<file path="config.mk">
export PLATFORM = sky130hd
export DESIGN_NAME = sync_porch_flat
export DESIGN_NICKNAME = d
export VERILOG_FILES = /design/src/rtl/sync_porch_if.sv /design/src/rtl/sync_porch.sv /design/src/flat_wrapper.sv
export SDC_FILE = /design/constraint.sdc
export NUM_CORES = 1
export LEC_CHECK = 0
export BUFFER_PORTS_ARGS = -buffer_cell sky130_fd_sc_hd__buf_2
export CAP_MARGIN = 20
export CELL_PAD_IN_SITES_DETAIL_PLACEMENT = 0
export CELL_PAD_IN_SITES_GLOBAL_PLACEMENT = 1
export CORE_MARGIN = 2
export CORE_UTILIZATION = 47
export DETAILED_ROUTE_END_ITERATION = 6
export GPL_TIMING_DRIVEN = 1
export PLACE_DENSITY = 0.84
export SKIP_LAST_GASP = 1
export SLEW_MARGIN = 20
export SYNTH_ARGS = -nofsm -noshare
export SYNTH_HDL_FRONTEND = slang
export SYNTH_SLANG_ARGS = --single-unit
</file>
<file path="constraint.sdc">
create_clock -name CLK -period 2.8 [get_ports CLK]
set_input_delay 0.42 -clock CLK [delete_from_list [all_inputs] [get_ports CLK]]
set_output_delay 0.42 -clock CLK [all_outputs]
set_load 0.005 [all_outputs]
</file>
<file path="src/rtl/sync_porch_if.sv">
// Video stream bundle for sync_porch: upstream active flags and pixels in,
// porch-corrected syncs, delayed pixels and reconstructed position out.
interface sync_porch_if #(
    parameter int VIDEO_WIDTH = 3
);
    logic                   i_HSync;
    logic                   i_VSync;
    logic [VIDEO_WIDTH-1:0] i_Red;
    logic [VIDEO_WIDTH-1:0] i_Grn;
    logic [VIDEO_WIDTH-1:0] i_Blu;
    logic                   o_HSync;
    logic                   o_VSync;
    logic [VIDEO_WIDTH-1:0] o_Red;
    logic [VIDEO_WIDTH-1:0] o_Grn;
    logic [VIDEO_WIDTH-1:0] o_Blu;
    logic [9:0]             o_Col;
    logic [9:0]             o_Row;
    logic                   o_Active;
    logic                   o_Locked;

    modport master (
        output i_HSync, i_VSync, i_Red, i_Grn, i_Blu,
        input  o_HSync, o_VSync, o_Red, o_Grn, o_Blu, o_Col, o_Row, o_Active, o_Locked
    );

    modport slave (
        input  i_HSync, i_VSync, i_Red, i_Grn, i_Blu,
        output o_HSync, o_VSync, o_Red, o_Grn, o_Blu, o_Col, o_Row, o_Active, o_Locked
    );
endinterface

</file>
<file path="src/rtl/sync_porch.sv">
// Rebuilds column/row from upstream active-area flags, aligns on the V flag
// rising edge and emits porch-corrected active-low syncs with 2-cycle latency.
module sync_porch #(
    parameter int TOTAL_COLS    = 800,
    parameter int TOTAL_ROWS    = 525,
    parameter int ACTIVE_COLS   = 640,
    parameter int ACTIVE_ROWS   = 480,
    parameter int H_FRONT_PORCH = 18,
    parameter int H_BACK_PORCH  = 50,
    parameter int V_FRONT_PORCH = 10,
    parameter int V_BACK_PORCH  = 33,
    parameter int VIDEO_WIDTH   = 3
) (
    input logic         CLK,
    input logic         RST,
    sync_porch_if.slave vif
);
    localparam logic [9:0] COL_LAST = 10'(TOTAL_COLS - 1);
    localparam logic [9:0] ROW_LAST = 10'(TOTAL_ROWS - 1);
    localparam logic [9:0] ACT_COLS = 10'(ACTIVE_COLS);
    localparam logic [9:0] ACT_ROWS = 10'(ACTIVE_ROWS);
    localparam logic [9:0] HS_FIRST = 10'(ACTIVE_COLS + H_FRONT_PORCH);
    localparam logic [9:0] HS_LAST  = 10'(TOTAL_COLS - H_BACK_PORCH - 1);
    localparam logic [9:0] VS_FIRST = 10'(ACTIVE_ROWS + V_FRONT_PORCH);
    localparam logic [9:0] VS_LAST  = 10'(TOTAL_ROWS - V_BACK_PORCH - 1);

    // stage 1
    logic                   vld1_q, vld1_d;
    logic                   hs1_q, hs1_d;
    logic                   vs1_q, vs1_d;
    logic [VIDEO_WIDTH-1:0] red1_q, red1_d, grn1_q, grn1_d, blu1_q, blu1_d;
    logic [9:0]             col_q, col_d, row_q, row_d;
    logic                   locked_q, locked_d;
    logic                   frame_start;

    // stage 2
    logic                   hsync_q, hsync_d, vsync_q, vsync_d;
    logic [VIDEO_WIDTH-1:0] red2_q, red2_d, grn2_q, grn2_d, blu2_q, blu2_d;
    logic [9:0]             col2_q, col2_d, row2_q, row2_d;
    logic                   active_q, active_d;
    logic                   locked2_q, locked2_d;

    // The column counter is the authority for horizontal position; the
    // registered H flag is carried only to keep the stage-1 capture complete.
    logic unused_hs;
    assign unused_hs = hs1_q;

    // vld1_q blocks a false edge right after reset, when vs1_q reads 0 but no
    // real low V flag has been sampled yet (e.g. reset released mid-frame).
    always_comb begin
        frame_start = vld1_q & vif.i_VSync & ~vs1_q;
        vld1_d      = 1'b1;
        hs1_d       = vif.i_HSync;
        vs1_d       = vif.i_VSync;
        red1_d      = vif.i_Red;
        grn1_d      = vif.i_Grn;
        blu1_d      = vif.i_Blu;
        col_d       = col_q + 10'd1;
        row_d       = row_q;
        locked_d    = locked_q;
        if (frame_start) begin
            col_d    = '0;
            row_d    = '0;
            locked_d = 1'b1;
        end else if (col_q == COL_LAST) begin
            col_d = '0;
            row_d = (row_q == ROW_LAST) ? 10'd0 : row_q + 10'd1;
        end
    end

    always_comb begin
        active_d  = locked_q && (col_q < ACT_COLS) && (row_q < ACT_ROWS);
        hsync_d   = ~(locked_q && (col_q >= HS_FIRST) && (col_q <= HS_LAST));
        vsync_d   = ~(locked_q && (row_q >= VS_FIRST) && (row_q <= VS_LAST));
        red2_d    = active_d ? red1_q : '0;
        grn2_d    = active_d ? grn1_q : '0;
        blu2_d    = active_d ? blu1_q : '0;
        col2_d    = col_q;
        row2_d    = row_q;
        locked2_d = locked_q;
    end

    always_ff @(posedge CLK or posedge RST) begin
        if (RST) begin
            vld1_q    <= 1'b0;
            hs1_q     <= 1'b0;
            vs1_q     <= 1'b0;
            red1_q    <= '0;
            grn1_q    <= '0;
            blu1_q    <= '0;
            col_q     <= '0;
            row_q     <= '0;
            locked_q  <= 1'b0;
            hsync_q   <= 1'b1;
            vsync_q   <= 1'b1;
            red2_q    <= '0;
            grn2_q    <= '0;
            blu2_q    <= '0;
            col2_q    <= '0;
            row2_q    <= '0;
            active_q  <= 1'b0;
            locked2_q <= 1'b0;
        end else begin
            vld1_q    <= vld1_d;
            hs1_q     <= hs1_d;
            vs1_q     <= vs1_d;
            red1_q    <= red1_d;
            grn1_q    <= grn1_d;
            blu1_q    <= blu1_d;
            col_q     <= col_d;
            row_q     <= row_d;
            locked_q  <= locked_d;
            hsync_q   <= hsync_d;
            vsync_q   <= vsync_d;
            red2_q    <= red2_d;
            grn2_q    <= grn2_d;
            blu2_q    <= blu2_d;
            col2_q    <= col2_d;
            row2_q    <= row2_d;
            active_q  <= active_d;
            locked2_q <= locked2_d;
        end
    end

    assign vif.o_HSync  = hsync_q;
    assign vif.o_VSync  = vsync_q;
    assign vif.o_Red    = red2_q;
    assign vif.o_Grn    = grn2_q;
    assign vif.o_Blu    = blu2_q;
    assign vif.o_Col    = col2_q;
    assign vif.o_Row    = row2_q;
    assign vif.o_Active = active_q;
    assign vif.o_Locked = locked2_q;
endmodule

</file>
<file path="src/flat_wrapper.sv">
// flat-port wrapper written by rule: the top's interface ports become plain ports
module sync_porch_flat 
#(
    parameter int TOTAL_COLS    = 800,
    parameter int TOTAL_ROWS    = 525,
    parameter int ACTIVE_COLS   = 640,
    parameter int ACTIVE_ROWS   = 480,
    parameter int H_FRONT_PORCH = 18,
    parameter int H_BACK_PORCH  = 50,
    parameter int V_FRONT_PORCH = 10,
    parameter int V_BACK_PORCH  = 33,
    parameter int VIDEO_WIDTH   = 3
)
  (CLK, RST, vif_i_HSync, vif_i_VSync, vif_i_Red, vif_i_Grn, vif_i_Blu, vif_o_HSync, vif_o_VSync, vif_o_Red, vif_o_Grn, vif_o_Blu, vif_o_Col, vif_o_Row, vif_o_Active, vif_o_Locked);
  sync_porch_if #(.VIDEO_WIDTH(VIDEO_WIDTH)) vif_i ();
  input logic CLK;
  input logic RST;
  input wire logic [$bits(vif_i.i_HSync)-1:0] vif_i_HSync;
  input wire logic [$bits(vif_i.i_VSync)-1:0] vif_i_VSync;
  input wire logic [$bits(vif_i.i_Red)-1:0] vif_i_Red;
  input wire logic [$bits(vif_i.i_Grn)-1:0] vif_i_Grn;
  input wire logic [$bits(vif_i.i_Blu)-1:0] vif_i_Blu;
  output wire logic [$bits(vif_i.o_HSync)-1:0] vif_o_HSync;
  output wire logic [$bits(vif_i.o_VSync)-1:0] vif_o_VSync;
  output wire logic [$bits(vif_i.o_Red)-1:0] vif_o_Red;
  output wire logic [$bits(vif_i.o_Grn)-1:0] vif_o_Grn;
  output wire logic [$bits(vif_i.o_Blu)-1:0] vif_o_Blu;
  output wire logic [$bits(vif_i.o_Col)-1:0] vif_o_Col;
  output wire logic [$bits(vif_i.o_Row)-1:0] vif_o_Row;
  output wire logic [$bits(vif_i.o_Active)-1:0] vif_o_Active;
  output wire logic [$bits(vif_i.o_Locked)-1:0] vif_o_Locked;
  assign vif_i.i_HSync = vif_i_HSync;
  assign vif_i.i_VSync = vif_i_VSync;
  assign vif_i.i_Red = vif_i_Red;
  assign vif_i.i_Grn = vif_i_Grn;
  assign vif_i.i_Blu = vif_i_Blu;
  assign vif_o_HSync = vif_i.o_HSync;
  assign vif_o_VSync = vif_i.o_VSync;
  assign vif_o_Red = vif_i.o_Red;
  assign vif_o_Grn = vif_i.o_Grn;
  assign vif_o_Blu = vif_i.o_Blu;
  assign vif_o_Col = vif_i.o_Col;
  assign vif_o_Row = vif_i.o_Row;
  assign vif_o_Active = vif_i.o_Active;
  assign vif_o_Locked = vif_i.o_Locked;
  sync_porch #(.TOTAL_COLS(TOTAL_COLS), .TOTAL_ROWS(TOTAL_ROWS), .ACTIVE_COLS(ACTIVE_COLS), .ACTIVE_ROWS(ACTIVE_ROWS), .H_FRONT_PORCH(H_FRONT_PORCH), .H_BACK_PORCH(H_BACK_PORCH), .V_FRONT_PORCH(V_FRONT_PORCH), .V_BACK_PORCH(V_BACK_PORCH), .VIDEO_WIDTH(VIDEO_WIDTH)) u_core (.CLK(CLK), .RST(RST), .vif(vif_i));
endmodule
</file>
==> run_summary.xml <==
<?xml version="1.0" encoding="UTF-8"?>
<metrics>
  <group name="cells_and_area">
    <metric name="nFillCells" unit="">427</metric>
    <metric name="fraction_of_final_layout_cells_sized_beyond_drive_strength_1" unit="">0.3004</metric>
    <metric name="design_area" unit="um2">2984</metric>
    <metric name="total_inserted_antenna_cells" unit="">0</metric>
    <metric name="syn_to_final_growth" unit="%">20.58</metric>
    <metric name="num-nets-final" unit="">258</metric>
  </group>
  <group name="sta">
    <metric name="fmax" unit="MHz">526.0</metric>
    <metric name="post-route-period-util" unit="">0.6790</metric>
    <metric name="slew_headroom" unit="">0.5784</metric>
    <metric name="final-setup-viol-count" unit="">0</metric>
    <metric name="final.setup.tns" unit="ns">0</metric>
    <metric name="timing_worst_slew_pin_value" unit="ns">0.6314</metric>
    <metric name="clock_tree_skew_after_final_layout" unit="ns">0.008963</metric>
    <metric name="hold_ws" unit="ns">0.1610</metric>
    <metric name="final-max-slew-violation-count" unit="">0</metric>
    <metric name="final-hold-violation-count" unit="">0</metric>
    <metric name="grt_setup_unrepaired" unit="">false</metric>
    <metric name="period_needed" unit="ns">1.901</metric>
  </group>
  <group name="logic_synthesis">
    <metric name="syn-cell-area" unit="um2">2475</metric>
    <metric name="synth-seq-cells" unit="">65</metric>
    <metric name="synth_async_sr_flop_share" unit="">1.000</metric>
    <metric name="netlist_instances" unit="">186</metric>
    <metric name="synthesis.yosys.warnings" unit="">0</metric>
    <metric name="syn-mean-instance-area" unit="um2">13.31</metric>
    <metric name="yosysMostFrequentCell" unit="">sky130_fd_sc_hd__dfrtp_1</metric>
    <metric name="synth.top_cell.area_share" unit="">0.6370</metric>
    <metric name="synth_area_leaders" unit="">sky130_fd_sc_hd__dfrtp_1 64%, sky130_fd_sc_hd__ha_1 3.5%, sky130_fd_sc_hd__nor2_1 2.4%</metric>
    <metric name="yosysSeqAreaShare" unit="">0.6582</metric>
    <metric name="synth_nets" unit="">206</metric>
    <metric name="leading_area_contributor_after_synthesis" unit="">sky130_fd_sc_hd__dfrtp_1</metric>
    <metric name="synth.lib_cells_used.distinct" unit="">44</metric>
    <metric name="post_synth_most_frequent_cells" unit="">63 x sky130_fd_sc_hd__dfrtp_1, 16 x sky130_fd_sc_hd__nor2_1, 9 x sky130_fd_sc_hd__and2_1</metric>
    <metric name="synth_enable_flop_cells" unit="">0</metric>
    <metric name="ys.flop_type" unit="">sky130_fd_sc_hd__dfrtp_1</metric>
  </group>
  <group name="die">
    <metric name="row_count" unit="">26</metric>
    <metric name="floorplan.core_area" unit="um2">5107</metric>
    <metric name="die_span_x" unit="um">76.57</metric>
    <metric name="fp.dieArea" unit="um2">5862</metric>
    <metric name="ios" unit="">46</metric>
    <metric name="dieHeight" unit="um">76.57</metric>
    <metric name="floorplan.initialDensity" unit="">0.4846</metric>
  </group>
  <group name="worst_setup_path">
    <metric name="cp.arrival" unit="ns">2.12</metric>
    <metric name="critical_path.startpoint_type" unit="">register</metric>
    <metric name="type_of_element_capturing_the_critical_path" unit="">register</metric>
    <metric name="critPathRequiredTime" unit="ns">3.02</metric>
    <metric name="critPathKind" unit="">reg -&gt; reg</metric>
    <metric name="critical_path_peak_fanout" unit="">7</metric>
  </group>
  <group name="detailed_routing">
    <metric name="routedWlPerCell" unit="um">13.62</metric>
    <metric name="detailedRoute.firstIterationViolations" unit="">112</metric>
    <metric name="via_count" unit="">1557</metric>
    <metric name="drt-vias-per-instance" unit="">4.974</metric>
    <metric name="drt_first_pass_iters" unit="">4</metric>
    <metric name="antenna_left" unit="">0</metric>
    <metric name="routed_wirelength" unit="mm">4.263</metric>
    <metric name="drcViolationCount" unit="">0</metric>
  </group>
  <group name="clock_tree">
    <metric name="clock_sinks" unit="">65</metric>
    <metric name="clock_insertion_delay_worst_skew" unit="ns">0.33</metric>
    <metric name="cts.repair.resized" unit="">0</metric>
    <metric name="hold_bufs_inserted_after_cts" unit="">0</metric>
    <metric name="postCtsSetupRepairBufs" unit="">0</metric>
    <metric name="cts_buffers" unit="">9</metric>
    <metric name="number_of_h_tree_branching_levels" unit="">3</metric>
    <metric name="clock_tree_from_tritoncts" unit="">yes</metric>
    <metric name="max-clock-path-buffers" unit="">2</metric>
    <metric name="clk_root_buffer_cell" unit="">sky130_fd_sc_hd__clkbuf_8</metric>
    <metric name="worst_setup_hold_path_clk_slew" unit="ns">0.08</metric>
  </group>
  <group name="flow_run">
    <metric name="maxCapViolCount" unit="">0</metric>
  </group>
  <group name="grt">
    <metric name="grtUsageTotal" unit="">0.1601</metric>
    <metric name="antenna_found_initial" unit="">0</metric>
    <metric name="global_route.usage.met2" unit="">0.2168</metric>
    <metric name="global_route_wire_length_before_repair" unit="mm">7.176</metric>
    <metric name="use_met3" unit="">0.03673</metric>
    <metric name="grt_pass1_vias" unit="">1449</metric>
    <metric name="grt_max_degree" unit="">37</metric>
    <metric name="met1_resource_use_gr" unit="">0.2382</metric>
    <metric name="grt.busiest_layer" unit="">met1</metric>
    <metric name="global_route.overflow_total" unit="">0</metric>
  </group>
  <group name="power">
    <metric name="totalPowerFinal" unit="mW">2.050</metric>
    <metric name="irDropWorstVdd" unit="mV">0.2980</metric>
    <metric name="power.density_cell_area" unit="nW/um2">687.0</metric>
    <metric name="power.leakage" unit="nW">1.481</metric>
  </group>
  <group name="placed_design">
    <metric name="dpl.hpwl" unit="mm">2.810</metric>
    <metric name="gp_congestion" unit="">0.7340</metric>
    <metric name="io_buffer_count" unit="">44</metric>
    <metric name="placed_cell_area" unit="um2">2781</metric>
  </group>
  <group name="status">
    <metric name="run_status" unit="">finished, final reports clean</metric>
  </group>
  <group name="worst_hold_path">
    <metric name="min_delay_path_class" unit="">in -&gt; async</metric>
  </group>
</metrics>
## metal layers
layer | vias up | part of all wire
met5 | - | 0
met4 | 0 | 0.021
met3 | 8 | 0.039
met2 | 45 | 0.43
met1 | 746 | 0.51
li1 | 758 | -
## critical path: stages (launching register included)
cell	delay [ns]
sky130_fd_sc_hd__dfrtp_1	0.48
sky130_fd_sc_hd__ha_1	0.26
sky130_fd_sc_hd__and4_1	0.34
sky130_fd_sc_hd__and3_2	0.27
sky130_fd_sc_hd__nor2_2	0.07
sky130_fd_sc_hd__a221o_1	0.36
## path summary, 6_finish.rpt
kind                                                 endpoint  slack [ns]  depth (start not counted)                    startpoint
worst min-delay path            u_core.vif.o_Row[4]$_DFF_PP0_        0.16                          2                           RST
worst max register to register   u_core.row2_d[6]$_DFFE_PP0P_        0.90                          5    u_core.col2_d[1]$_DFF_PP0_
min in group CLK                   u_core.grn1_q[2]$_DFF_PP0_        0.19                          1                  vif_i_Grn[2]
max in group asynchronous        u_core.vif.o_HSync$_DFF_PP1_        1.96                          3                           RST
worst max-delay path             u_core.row2_d[6]$_DFFE_PP0P_        0.90                          5    u_core.col2_d[1]$_DFF_PP0_
worst min register to register  u_core.vif.o_Locked$_DFF_PP0_        0.44                          0  u_core.locked2_d$_DFFE_PP0P_
## state kept, by name (all words and copies together) (netlist names)
signal,cells
u_core.blu1_q,3
u_core.col2_d,10
u_core.grn1_q,3
u_core.locked2_d,1
u_core.red1_q,3
u_core.row2_d,10
u_core.vif.o_Active,1
u_core.vif.o_Blu,3
u_core.vif.o_Col,10
u_core.vif.o_Grn,3
u_core.vif.o_HSync,1
u_core.vif.o_Locked,1
u_core.vif.o_Red,3
u_core.vif.o_Row,10
u_core.vif.o_VSync,1
u_core.vld1_q,1
u_core.vs1_q,1
## report_power, final
group          switching [mW]  internal [mW]
logic                  0.0919         0.0818
clock network           0.378          0.418
registers              0.0686           1.01
total                   0.538           1.51
## layout by cell type, fill, tap and decap left out, drive strengths merged, types with 2 or more instances in the layout
| cell | netlist | routed |
|---|---|---|
| a211o | 2 | 2 |
| a21oi | 2 | 2 |
| a221o | 4 | 4 |
| a22o | 2 | 2 |
| a22oi | 2 | 2 |
| and2 | 10 | 10 |
| and3 | 8 | 8 |
| buf | 3 | 45 |
| clkbuf | 1 | 9 |
| clkinvlp | 0 | 3 |
| dfrtp | 63 | 63 |
| dfstp | 2 | 2 |
| ha | 7 | 7 |
| inv | 6 | 8 |
| nand2 | 8 | 8 |
| nand2b | 2 | 2 |
| nand3 | 7 | 7 |
| nand4 | 4 | 4 |
| nor2 | 17 | 17 |
| nor2b | 3 | 3 |
| nor3 | 4 | 4 |
| nor4b | 2 | 2 |
| o211a | 2 | 2 |
| o21ai | 4 | 4 |
| o22ai | 2 | 2 |
| xnor2 | 4 | 4 |
| xor2 | 4 | 4 |
## layout make-up
cell class	instances	area (um2)	share of cell area
tap	70	87.58	0.02935
multi-input combinational	111	802.0	0.2688
timing repair buffer	45	240.2	0.08050
sequential	65	1629	0.5459
inverter	6	22.52	0.007547
clock inverter	7	78.83	0.02642
clock buffer	9	123.9	0.04151
## stage by stage
stage | worst slack [ns] | util | instances
floorplan | 0.7569 | - | 186
global placement | 0.9455 | 0.5446 | 297
detailed placement | 0.9017 | 0.5446 | 297
CTS | 0.8981 | 0.5843 | 313
global route | 0.7492 | 0.5843 | 313
finish | 0.8988 | 0.5843 | 313
## cell families (layout without fill, tap and decap cells)
| kind of cell | after synthesis | count (layout) | share of synthesized area |
|---|---|---|---|
| AOI/OAI and AO/OA | 25 | 25 | 0.08645 |
| adders and majority gates | 7 | 7 | 0.03539 |
| and+or+nand+nor | 70 | 70 | 0.1724 |
| buffers and inverters | 10 | 67 | 0.01769 |
| xor gates and xnor gates | 8 | 8 | 0.02831 |
| other | 1 | 1 | 0.001515 |
| DFF | 65 | 65 | 0.6582 |
(Power assumes the default switching activity.)
